<file path="config.mk">
export PLATFORM = sky130hd
export DESIGN_NAME = midi_tx_encoder_flat
export DESIGN_NICKNAME = d
export VERILOG_FILES = /design/src/rtl/midi_tx_encoder_if.sv /design/src/rtl/midi_tx_encoder.sv /design/src/flat_wrapper.sv
export SDC_FILE = /design/constraint.sdc
export NUM_CORES = 1
export LEC_CHECK = 0
export BUFFER_PORTS_ARGS = -buffer_cell sky130_fd_sc_hd__buf_2
export CORE_ASPECT_RATIO = 1.5
export CORE_MARGIN = 8
export CORE_UTILIZATION = 47
export DETAILED_ROUTE_END_ITERATION = 6
export GPL_ROUTABILITY_DRIVEN = 0
export PLACE_DENSITY = 0.7
export SLEW_MARGIN = 40
export SYNTH_ARGS = -nofsm -noshare
export SYNTH_HDL_FRONTEND = slang
export SYNTH_SLANG_ARGS = --single-unit
</file>
<file path="constraint.sdc">
create_clock -name reg_clk -period 1.9 [get_ports reg_clk]
set_input_delay 0.38 -clock reg_clk [delete_from_list [all_inputs] [get_ports reg_clk]]
set_output_delay 0.38 -clock reg_clk [all_outputs]
set_load 0.1 [all_outputs]
</file>
<file path="src/rtl/midi_tx_encoder_if.sv">
// Message handshake bundle for midi_tx_encoder: status plus two data bytes under valid/ready.
interface midi_tx_encoder_if;
  logic       msg_valid;
  logic [7:0] msg_status;
  logic [7:0] msg_data1;
  logic [7:0] msg_data2;
  logic       msg_ready;

  modport master (output msg_valid, msg_status, msg_data1, msg_data2, input msg_ready);
  modport slave  (input msg_valid, msg_status, msg_data1, msg_data2, output msg_ready);
endinterface

</file>
<file path="src/rtl/midi_tx_encoder.sv">
// MIDI OUT transmitter: takes whole messages, sends them as 8N1 frames at reg_clk/BIT_DIV baud.
// Optional running-status compression is enabled by defining MIDI_RUNNING_STATUS_EN.
module midi_tx_encoder #(
  parameter int BIT_DIV = 1600
) (
  input  logic              reg_clk,
  input  logic              reset_reg_N,
  midi_tx_encoder_if.slave  msg,
  output logic              midi_txd,
  output logic              tx_busy,
  output logic              proto_err,
  output logic [1:0]        fsm_state_o
);

  // Handshake: a message is taken on the rising edge where msg_valid && msg_ready;
  // the source holds msg_* stable until then, and they are don't-care afterwards.
  typedef enum logic [1:0] {IDLE = 2'd0, START = 2'd1, DATA = 2'd2, STOP = 2'd3} state_t;

  state_t          state_q, state_d;
  logic [11:0]     baud_cnt_q, baud_cnt_d;
  logic [2:0]      bit_cnt_q, bit_cnt_d;
  logic [1:0]      byte_idx_q, byte_idx_d;
  logic [1:0]      len_q, len_d;
  logic [7:0]      shreg_q, shreg_d;
  logic [2:0][7:0] buf_q, buf_d;
  logic            txd_q, txd_d;
  logic            ready_q, ready_d;
  logic            busy_q, busy_d;
  logic            perr_q, perr_d;

  logic            accept;
  logic            bit_tick;
  logic [1:0]      len_full;
  logic            skip_status;
  logic [7:0]      d1_m, d2_m;
  logic            unused_bits;

  assign accept      = msg.msg_valid && ready_q;
  assign bit_tick    = (baud_cnt_q == 12'(BIT_DIV - 1));
  assign d1_m        = {1'b0, msg.msg_data1[6:0]};
  assign d2_m        = {1'b0, msg.msg_data2[6:0]};
  assign unused_bits = msg.msg_data1[7] ^ msg.msg_data2[7];

  always_comb begin
    len_full = 2'd1;
    case (msg.msg_status[7:4])
      4'h8, 4'h9, 4'hA, 4'hB, 4'hE: len_full = 2'd3;
      4'hC, 4'hD:                   len_full = 2'd2;
      4'hF: begin
        if (msg.msg_status[3:0] == 4'h2)
          len_full = 2'd3;
        else if (msg.msg_status[3:0] == 4'h1 || msg.msg_status[3:0] == 4'h3)
          len_full = 2'd2;
      end
      default: len_full = 2'd1;
    endcase
  end

`ifdef MIDI_RUNNING_STATUS_EN
  logic [7:0] last_status_q, last_status_d;
  logic       is_channel;

  assign is_channel  = msg.msg_status[7] && (msg.msg_status[7:4] != 4'hF);
  assign skip_status = is_channel && (msg.msg_status == last_status_q);

  // System common/exclusive cancels running status; real-time bytes leave it alone.
  always_comb begin
    last_status_d = last_status_q;
    if (accept && msg.msg_status[7]) begin
      if (is_channel)
        last_status_d = msg.msg_status;
      else if (!msg.msg_status[3])
        last_status_d = 8'h00;
    end
  end

  always_ff @(posedge reg_clk) begin
    if (!reset_reg_N) last_status_q <= 8'h00;
    else              last_status_q <= last_status_d;
  end
`else
  assign skip_status = 1'b0;
`endif

  always_ff @(posedge reg_clk) begin
    if (!reset_reg_N) begin
      state_q    <= IDLE;
      baud_cnt_q <= 12'd0;
      bit_cnt_q  <= 3'd0;
      byte_idx_q <= 2'd0;
      len_q      <= 2'd0;
      shreg_q    <= 8'h00;
      buf_q      <= '0;
      txd_q      <= 1'b1;
      ready_q    <= 1'b1;
      busy_q     <= 1'b0;
      perr_q     <= 1'b0;
    end else begin
      state_q    <= state_d;
      baud_cnt_q <= baud_cnt_d;
      bit_cnt_q  <= bit_cnt_d;
      byte_idx_q <= byte_idx_d;
      len_q      <= len_d;
      shreg_q    <= shreg_d;
      buf_q      <= buf_d;
      txd_q      <= txd_d;
      ready_q    <= ready_d;
      busy_q     <= busy_d;
      perr_q     <= perr_d;
    end
  end

  always_comb begin
    state_d    = state_q;
    baud_cnt_d = bit_tick ? 12'd0 : baud_cnt_q + 12'd1;
    bit_cnt_d  = bit_cnt_q;
    byte_idx_d = byte_idx_q;
    len_d      = len_q;
    shreg_d    = shreg_q;
    buf_d      = buf_q;
    perr_d     = 1'b0;
    case (state_q)
      IDLE: begin
        baud_cnt_d = 12'd0;
        if (accept) begin
          if (!msg.msg_status[7]) begin
            perr_d = 1'b1;
          end else begin
            state_d    = START;
            bit_cnt_d  = 3'd0;
            byte_idx_d = 2'd0;
            // buf_d[0] is always the first byte on the line
            if (skip_status) begin
              buf_d   = {8'h00, d2_m, d1_m};
              len_d   = len_full - 2'd1;
              shreg_d = d1_m;
            end else begin
              buf_d   = {d2_m, d1_m, msg.msg_status};
              len_d   = len_full;
              shreg_d = msg.msg_status;
            end
          end
        end
      end
      START: if (bit_tick) state_d = DATA;
      DATA: begin
        if (bit_tick) begin
          shreg_d   = {1'b0, shreg_q[7:1]};
          bit_cnt_d = bit_cnt_q + 3'd1;
          if (bit_cnt_q == 3'd7) state_d = STOP;
        end
      end
      STOP: begin
        if (bit_tick) begin
          if (byte_idx_q < len_q - 2'd1) begin
            byte_idx_d = byte_idx_q + 2'd1;
            shreg_d    = buf_q[byte_idx_q + 2'd1];
            state_d    = START;
          end else begin
            state_d = IDLE;
          end
        end
      end
      default: state_d = IDLE;
    endcase
  end

  // Outputs are registered from the next state so the line moves on the same edge as the FSM.
  always_comb begin
    txd_d = 1'b1;
    if (state_d == START)     txd_d = 1'b0;
    else if (state_d == DATA) txd_d = shreg_d[0];
    ready_d = (state_d == IDLE);
    busy_d  = (state_d != IDLE);
  end

  assign msg.msg_ready = ready_q;
  assign midi_txd      = txd_q;
  assign tx_busy       = busy_q;
  assign proto_err     = perr_q;
  assign fsm_state_o   = state_q;

endmodule

</file>
<file path="src/flat_wrapper.sv">
// flat-port wrapper written by rule: the top's interface ports become plain ports
module midi_tx_encoder_flat 
#(
  parameter int BIT_DIV = 1600
)
  (reg_clk, reset_reg_N, midi_txd, tx_busy, proto_err, fsm_state_o, msg_msg_valid, msg_msg_status, msg_msg_data1, msg_msg_data2, msg_msg_ready);
  midi_tx_encoder_if msg_i ();
  input  logic reg_clk;
  input  logic reset_reg_N;
  output logic midi_txd;
  output logic tx_busy;
  output logic proto_err;
  output logic [1:0] fsm_state_o;
  input wire logic [$bits(msg_i.msg_valid)-1:0] msg_msg_valid;
  input wire logic [$bits(msg_i.msg_status)-1:0] msg_msg_status;
  input wire logic [$bits(msg_i.msg_data1)-1:0] msg_msg_data1;
  input wire logic [$bits(msg_i.msg_data2)-1:0] msg_msg_data2;
  output wire logic [$bits(msg_i.msg_ready)-1:0] msg_msg_ready;
  assign msg_i.msg_valid = msg_msg_valid;
  assign msg_i.msg_status = msg_msg_status;
  assign msg_i.msg_data1 = msg_msg_data1;
  assign msg_i.msg_data2 = msg_msg_data2;
  assign msg_msg_ready = msg_i.msg_ready;
  midi_tx_encoder #(.BIT_DIV(BIT_DIV)) u_core (.reg_clk(reg_clk), .reset_reg_N(reset_reg_N), .msg(msg_i), .midi_txd(midi_txd), .tx_busy(tx_busy), .proto_err(proto_err), .fsm_state_o(fsm_state_o));
endmodule
</file>
==> impl_metrics.tcl, run 1 <==
set metrics [dict create \
    status "finished, violations left" \
    violations "setup timing" \
    yosys_warnings 0 \
    design_area_um2 2999 \
    leakage_nw 1.142 \
    stdcell_count 413 \
    setup_slack_ns -0.08112 \
    wl_um 5673 \
    finalSetupViolCount 8 \
    clockPowerShare_pct 29.8 \
    drc 0 \
    core_um2 5085 \
    fp.dieW_um 75.06 \
    async_reset_ff_share_pct 0 \
    port_buffers 30 \
    arrival_ns 2.22 \
    synth_top_cell_by_area "dfxtp_1" \
    holdWs_ns 0.2871 \
    finalCritPeriodShare_pct 104.3 \
    drt_pass1_iterations 4 \
    drt-initial-drc-count 176 \
    grt_overflow 0 \
    syn_area_um2 2459 \
    syn_to_final_growth_pct 21.98 \
    drv_cap 0 \
    reg2reg_setup_slack_ns -0.08 \
    die_area_um2 7849 \
    postCtsHoldBufs 0 \
    cts_sinks 55 \
    placedCellCount 401 \
    htreeDepth 2 \
    root_buffer "clkbuf_8" \
    path_buf_inv 0 \
    avgSynthCellArea_um2 8.250 \
    power-per-cell-area_nw_per_um2 717.9 \
    place_area_um2 2810 \
    tightest_slew_ns 0.4896 \
    grt_max_degree 41 \
    drive_gt1_share_pct 25.51 \
    nNetsFinal 375 \
    worstPathRequired_ns 2.14 \
    slowest_stage "or4_4" \
    crit_family "simple AND/OR/NAND/NOR gates" \
    worstPathCellList "xor2_1 > ha_1 > o21a_1 > or4_4 > or3_4 > a311oi_1" \
    synth.area.top_cells "dfxtp_1, nand2_1, a21oi_1" \
    p_sw_uw 595.5 \
    clock.fmax_ghz 0.5048 \
    grt_pass1_wl_um 9494 \
    fp-row-count 32 \
    synthCells 298 \
    clockBufferDepth 2 \
    antenna_cells 0 \
    finalMaxSlewViolations 0 \
    grt_pass1_vias 2123 \
    cpPeakStageDelay_ns 0.47 \
    synth_edf_count 0 \
    reg2reg_from "u_core.len_q[0]" \
    p_int_mw 1.558 \
    antenna_found_initial 0 \
    clock_latency_ns 0.32 \
    ys_seq_elements 55 \
    crit_type "register to register" \
    synthDistinctLibCells 42 \
    ir_worst_vdd_mv 0.4242 \
    tritoncts "built" \
    start_util_pct 48.35 \
    p_total_mw 2.153 \
    die_y_um 104.6 \
    ff2ff_path_depth 6 \
    worst_setup_path_end_kind "register" \
    vias 2219 \
    skew_ns 0.009064 \
    power_frac_seq_pct 57.0 \
    netlist.area_leader.share_pct 44.78 \
    holdCritPathClass "input pin to register" \
    switching_share_pct 27.66 \
    min_to "u_core.buf_q[13]" \
    critPathMaxFanout 4 \
    critPathLaunchType "register" \
    vias_per_cell 5.373 \
    ant_nets 0 \
    rsz0062_at_grt "true" \
    rr_endpoint "u_core.byte_idx_q[1]" \
    worstHoldStart "msg_msg_data1[5]" \
    grt_use_total_pct 15.11 \
    syn_nets 329 \
    hold_viol_final 0 \
    period_needed_ns 1.981 \
    cts_buffers 5 \
    combPwrFrac_pct 13.2 \
    hold_depth 3 \
    max_slew_margin_pct 67.58 \
    wl_per_cell_um 13.74 \
    yosysSeqAreaShare_pct 44.78 \
    hpwl_um 3998 \
    ys.flop_type "dfxtp_1" \
    io_pins 33 \
    clk_pin_slew_ns 0.10 \
]
## per-stage QoR
step / setup TNS [ns] / utilization (%) / setup slack [ns]
finish: -0.2220 / 58.98 / -0.08112
global route: -1.194 / 58.98 / -0.1442
CTS: -0.2761 / 57.55 / -0.06686
detailed placement: -0.3445 / 55.27 / -0.09200
global placement: -0.1131 / 55.27 / -0.06107
floorplan: -0.02385 / - / -0.02385
## power by group through the flow
stage | Combinational, mW | Sequential, mW | Clock [mW]
2_1_floorplan | 0.133 | 1.30 | 0
6_report | 0.284 | 1.23 | 0.641
4_1_cts | 0.280 | 1.23 | 0.661
3_3_place_gp | 0.269 | 1.25 | 0
3_5_place_dp | 0.272 | 1.25 | 0
5_1_grt | 0.311 | 1.24 | 0.707
## cell families after synthesis
kind of cell / count (synthesis) / share of synthesized area [%]
adder cells (fa/ha/maj): 4 / 2.036
buffers and inverters: 22 / 3.817
flip-flops: 55 / 44.78
AO/OA/AOI/OAI: 71 / 17.51
XOR/XNOR: 11 / 3.919
multiplexers: 10 / 4.071
AND/OR/NAND/NOR: 125 / 23.87
## routing by layer
layer | vias to the layer above | GRT usage, % | share of wire, %
met3 | 8 | 3.254 | 4.7
li1 | 1131 | - | -
met4 | 0 | 7.746 | 2.0
met1 | 1035 | 17.93 | 44
met5 | - | 0 | 0
met2 | 45 | 24.32 | 50
## cell type report
cell class                      count  area, um2
Fill cell                         483       2086
Clock buffer                        6      72.57
Tap cell                           68      85.08
Timing Repair Buffer               56      361.6
Clock inverter                      2      11.26
Multi-Input combinational cell    221       1338
Inverter                            5      18.77
Sequential cell                    55       1112
## layout by cell type, fill, tap and decap left out, types with 3 or more instances in the layout
| cell | instances |
|---|---|
| a22oi_2 | 3 |
| nand2_1 | 55 |
| or3_1 | 3 |
| mux2i_1 | 10 |
| xnor2_1 | 3 |
| nor3_1 | 3 |
| nor2_1 | 23 |
| o21ai_0 | 11 |
| a22oi_1 | 3 |
| o211ai_1 | 3 |
| dfxtp_1 | 50 |
| xor2_1 | 8 |
| dfxtp_2 | 3 |
| nand3_1 | 13 |
| nor3_2 | 4 |
| a21oi_1 | 33 |
| nand4_1 | 5 |
| clkbuf_8 | 5 |
| and2_1 | 6 |
| buf_4 | 24 |
| inv_1 | 3 |
| ha_1 | 4 |
| a31oi_1 | 7 |
| buf_2 | 30 |
## state kept, by name, summed over array words and instances, names as in the netlist
signal,cells
u_core.msg.msg_ready,1
u_core.fsm_state_o,2
u_core.tx_busy,1
u_core.byte_idx_q,2
u_core.proto_err,1
u_core.baud_cnt_q,12
u_core.len_q,2
u_core.shreg_q,8
u_core.buf_q,22
u_core.midi_txd,1
u_core.bit_cnt_q,3
## synthesized netlist by cell type (2+ instances only)
library cell / count
inv_1: 3
nand2_1: 56
a311oi_1: 2
a21oi_1: 33
inv_2: 2
o21ai_0: 11
nand4_1: 5
and3_1: 2
ha_1: 4
xnor2_1: 3
o21a_1: 2
or3_1: 4
nor2_1: 23
and2_1: 6
buf_2: 3
dfxtp_1: 55
nand3_1: 13
nor3_1: 6
xor2_1: 8
mux2i_1: 10
a31oi_1: 7
clkbuf_1: 13
a22oi_1: 6
o211ai_1: 3
## repair_timing
action / CTS / global route
gates resized for setup: 5 / 12
setup endpoints to repair: 12 / 14
setup buffers: 1 / 3
pin swaps: 1 / 13
## worst max-delay path by stage
stage / endpoint / slack, ns / cells after the start / start
floorplan: u_core.byte_idx_q[1] / -0.02 / 6 / u_core.len_q[0]
global placement: u_core.midi_txd / -0.06 / 7 / u_core.len_q[1]
detailed placement: u_core.midi_txd / -0.09 / 7 / u_core.len_q[1]
CTS: u_core.byte_idx_q[1] / -0.07 / 6 / u_core.len_q[1]
global route: u_core.byte_idx_q[1] / -0.14 / 6 / u_core.len_q[0]
finish: u_core.byte_idx_q[1] / -0.08 / 6 / u_core.len_q[0]
## worst register-to-register path: cells and delay by family (launching register included)
family / cells / cell delay (ns)
XOR/XNOR: 1 / 0.16
AND/OR/NAND/NOR: 2 / 0.82
AO/OA/AOI/OAI: 2 / 0.32
adder cells (fa/ha/maj): 1 / 0.26
flip-flops: 1 / 0.34
No activity file was read; power rests on OpenSTA's default activity.
==> run 2: changes to the inputs <==
Settings changed: CTS_BUF_LIST from default to sky130_fd_sc_hd__clkbuf_4 sky130_fd_sc_hd__clkbuf_8, PLACE_DENSITY 0.7 to 0.67.
Clock period 1.9 ns to 1.93 ns, I/O delays scaled along.
==> run 2 against run 1 <==
Against the previous run: clock-buffer cell count is 2 higher; the run still ends with setup timing left; sequential cell count stayed put; clock skew is 0.0045 ns higher.
==> impl_metrics.tcl, run 2 (synthesized netlist as in run 1, its figures left out) <==
set metrics [dict create \
    finalCritPeriodShare_pct 106.6 \
    final_cell_mix "nand2_1, dfxtp_1, a21oi_1, buf_2, nor2_1" \
    max_slew_margin_pct 67.36 \
    finalMaxSlewViolations 0 \
    wl_per_cell_um 13.87 \
    combPwrFrac_pct 12.6 \
    leakage_nw 1.094 \
    place_area_um2 2790 \
    clk_pin_slew_ns 0.10 \
    root_buffer "clkbuf_8" \
    slowest_stage "or4_4" \
    rsz0062_at_grt "true" \
    port_buffers 30 \
    regMostFlops "u_core.buf_q" \
    placedCellCount 400 \
    syn_to_final_growth_pct 19.49 \
    fp-row-count 32 \
    antenna_cells 0 \
    wl_met3_um 233 \
    switching_share_pct 25.84 \
    drive_gt1_share_pct 23.24 \
    setup_slack_ns -0.1268 \
    path_buf_inv 0 \
    fp.dieW_um 75.06 \
    vias 2163 \
    multiInputGateArea_um2 1306 \
    clockPowerShare_pct 32.0 \
    antenna_found_initial 0 \
    clock_latency_ns 0.31 \
    stdcell_count 408 \
    drt_pass1_iterations 4 \
    crit_family "simple AND/OR/NAND/NOR gates" \
    violations "setup timing" \
    largest_reg_flops 22 \
    m1WireLength_um 2518 \
    hold_viol_final 0 \
    p_total_mw 2.179 \
    worstPathCellList "xor2_1 > ha_1 > o21a_1 > or4_4 > or3_4 > a311oi_2" \
    tritoncts "built" \
    holdCritPathClass "input pin to register" \
    fillers 504 \
    grt_pass1_wl_um 9363 \
    crit_type "register to register" \
    die_area_um2 7849 \
    clockBufferDepth 2 \
    reg2reg_setup_slack_ns -0.13 \
    p_int_mw 1.616 \
    io_pins 33 \
    cts_buffers 5 \
    grt_use_total_pct 14.77 \
    core_um2 5085 \
    wl_met2_um 2830 \
    skew_ns 0.01352 \
    highest_layer "met4" \
    finalSetupViolCount 5 \
    regArea_um2 1112 \
    arrival_ns 2.28 \
    cts_sinks 55 \
    drc 0 \
    power-per-cell-area_nw_per_um2 741.5 \
    power_frac_seq_pct 55.4 \
    mostFrequentLayoutCell "nand2_1" \
    drt-initial-drc-count 154 \
    critPathMaxFanout 4 \
    reg_top3 "u_core.buf_q (22), u_core.baud_cnt_q (12), u_core.shreg_q (8)" \
    worst_setup_path_end_kind "register" \
    tightest_slew_ns 0.4858 \
    cts_setup_buffers 0 \
    p_sw_uw 562.9 \
    grt_overflow 0 \
    design_area_um2 2938 \
    cpPeakStageDelay_ns 0.46 \
    critPathLaunchType "register" \
    hpwl_um 4019 \
    nNetsFinal 370 \
    start_util_pct 48.35 \
    postCtsHoldBufs 0 \
    wl_um 5660 \
    period_needed_ns 2.057 \
    drv_cap 0 \
    clock.fmax_ghz 0.4862 \
    ir_worst_vdd_mv 0.4255 \
    die_y_um 104.6 \
    worstPathRequired_ns 2.15 \
    grt_pass1_vias 2071 \
    ant_nets 0 \
    grt_max_degree 42 \
    status "finished, violations left" \
    vias_per_cell 5.301 \
    htreeDepth 2 \
]
[run 2: changes by cell type in the layout (fill, tap and decap cells not counted), moves of 2 or more]
cell,change
buf_4,-4
a22oi_2,-3
clkbuf_8,+2
nor3_1,+2
a22oi_1,+3
nor3_2,-2
nor4_2,+2
[run 2: final cells by class]
| type | count | share of cell area [%] |
|---|---|---|
| flip-flops and latches | 55 | 37.86 |
| inverters | 5 | 0.6388 |
| clock buffers | 8 | 3.535 |
| well taps | 68 | 2.896 |
| multi-input cells | 221 | 44.46 |
| repair buffers | 51 | 10.60 |
[run 2: path summary, 6_finish.rpt]
kind / startpoint / to / cells after the start
max: u_core.len_q[1] / u_core.byte_idx_q[1] / 6
min: msg_msg_data2[6] / u_core.buf_q[22] / 3
max reg2reg: u_core.len_q[1] / u_core.byte_idx_q[1] / 6
min reg2reg: u_core.baud_cnt_q[0] / u_core.baud_cnt_q[0] / 1
[run 2: per-layer routing]
layer / GRT usage [%] / vias up
li1: - / 1124
met1: 18.62 / 991
met2: 23.57 / 41
met3: 3.062 / 7
met4: 5.493 / 0
met5: 0 / -
[run 2: timing repair]
item                                   CTS  global route
setup endpoints to repair               10            13
endpoints found under the hold margin    0             0
pin swaps                                1             1
resized for setup                        6             3
[run 2: tightest hold or removal path: cells and delay by family]
kind / cells / cell delay (ns)
AOI/OAI and AO/OA: 1 / 0.05
buffers and inverters: 1 / 0.09
and+or+nand+nor: 1 / 0.04
[run 2: power by group through the flow]
stage	Clock [mW]	Combinational (mW)	Sequential, mW
5_1_grt	0.766	0.302	1.21
3_5_place_dp	0	0.270	1.23
4_1_cts	0.728	0.272	1.21
3_3_place_gp	0	0.266	1.23
2_1_floorplan	0	0.130	1.28
6_report	0.696	0.275	1.21
[run 2: per-stage QoR]
step	hold slack [ns]	util (%)	setup WS [ns]	setup TNS, ns
detailed placement	0.4316	54.87	-0.06211	-0.1596
global route	0.3040	57.78	-0.2232	-1.225
CTS	0.3017	57.31	-0.06071	-0.08755
global placement	0.4250	54.87	-0.04217	-0.07206
finish	0.3111	57.78	-0.1268	-0.1441
floorplan	0.4129	-	0.006146	0
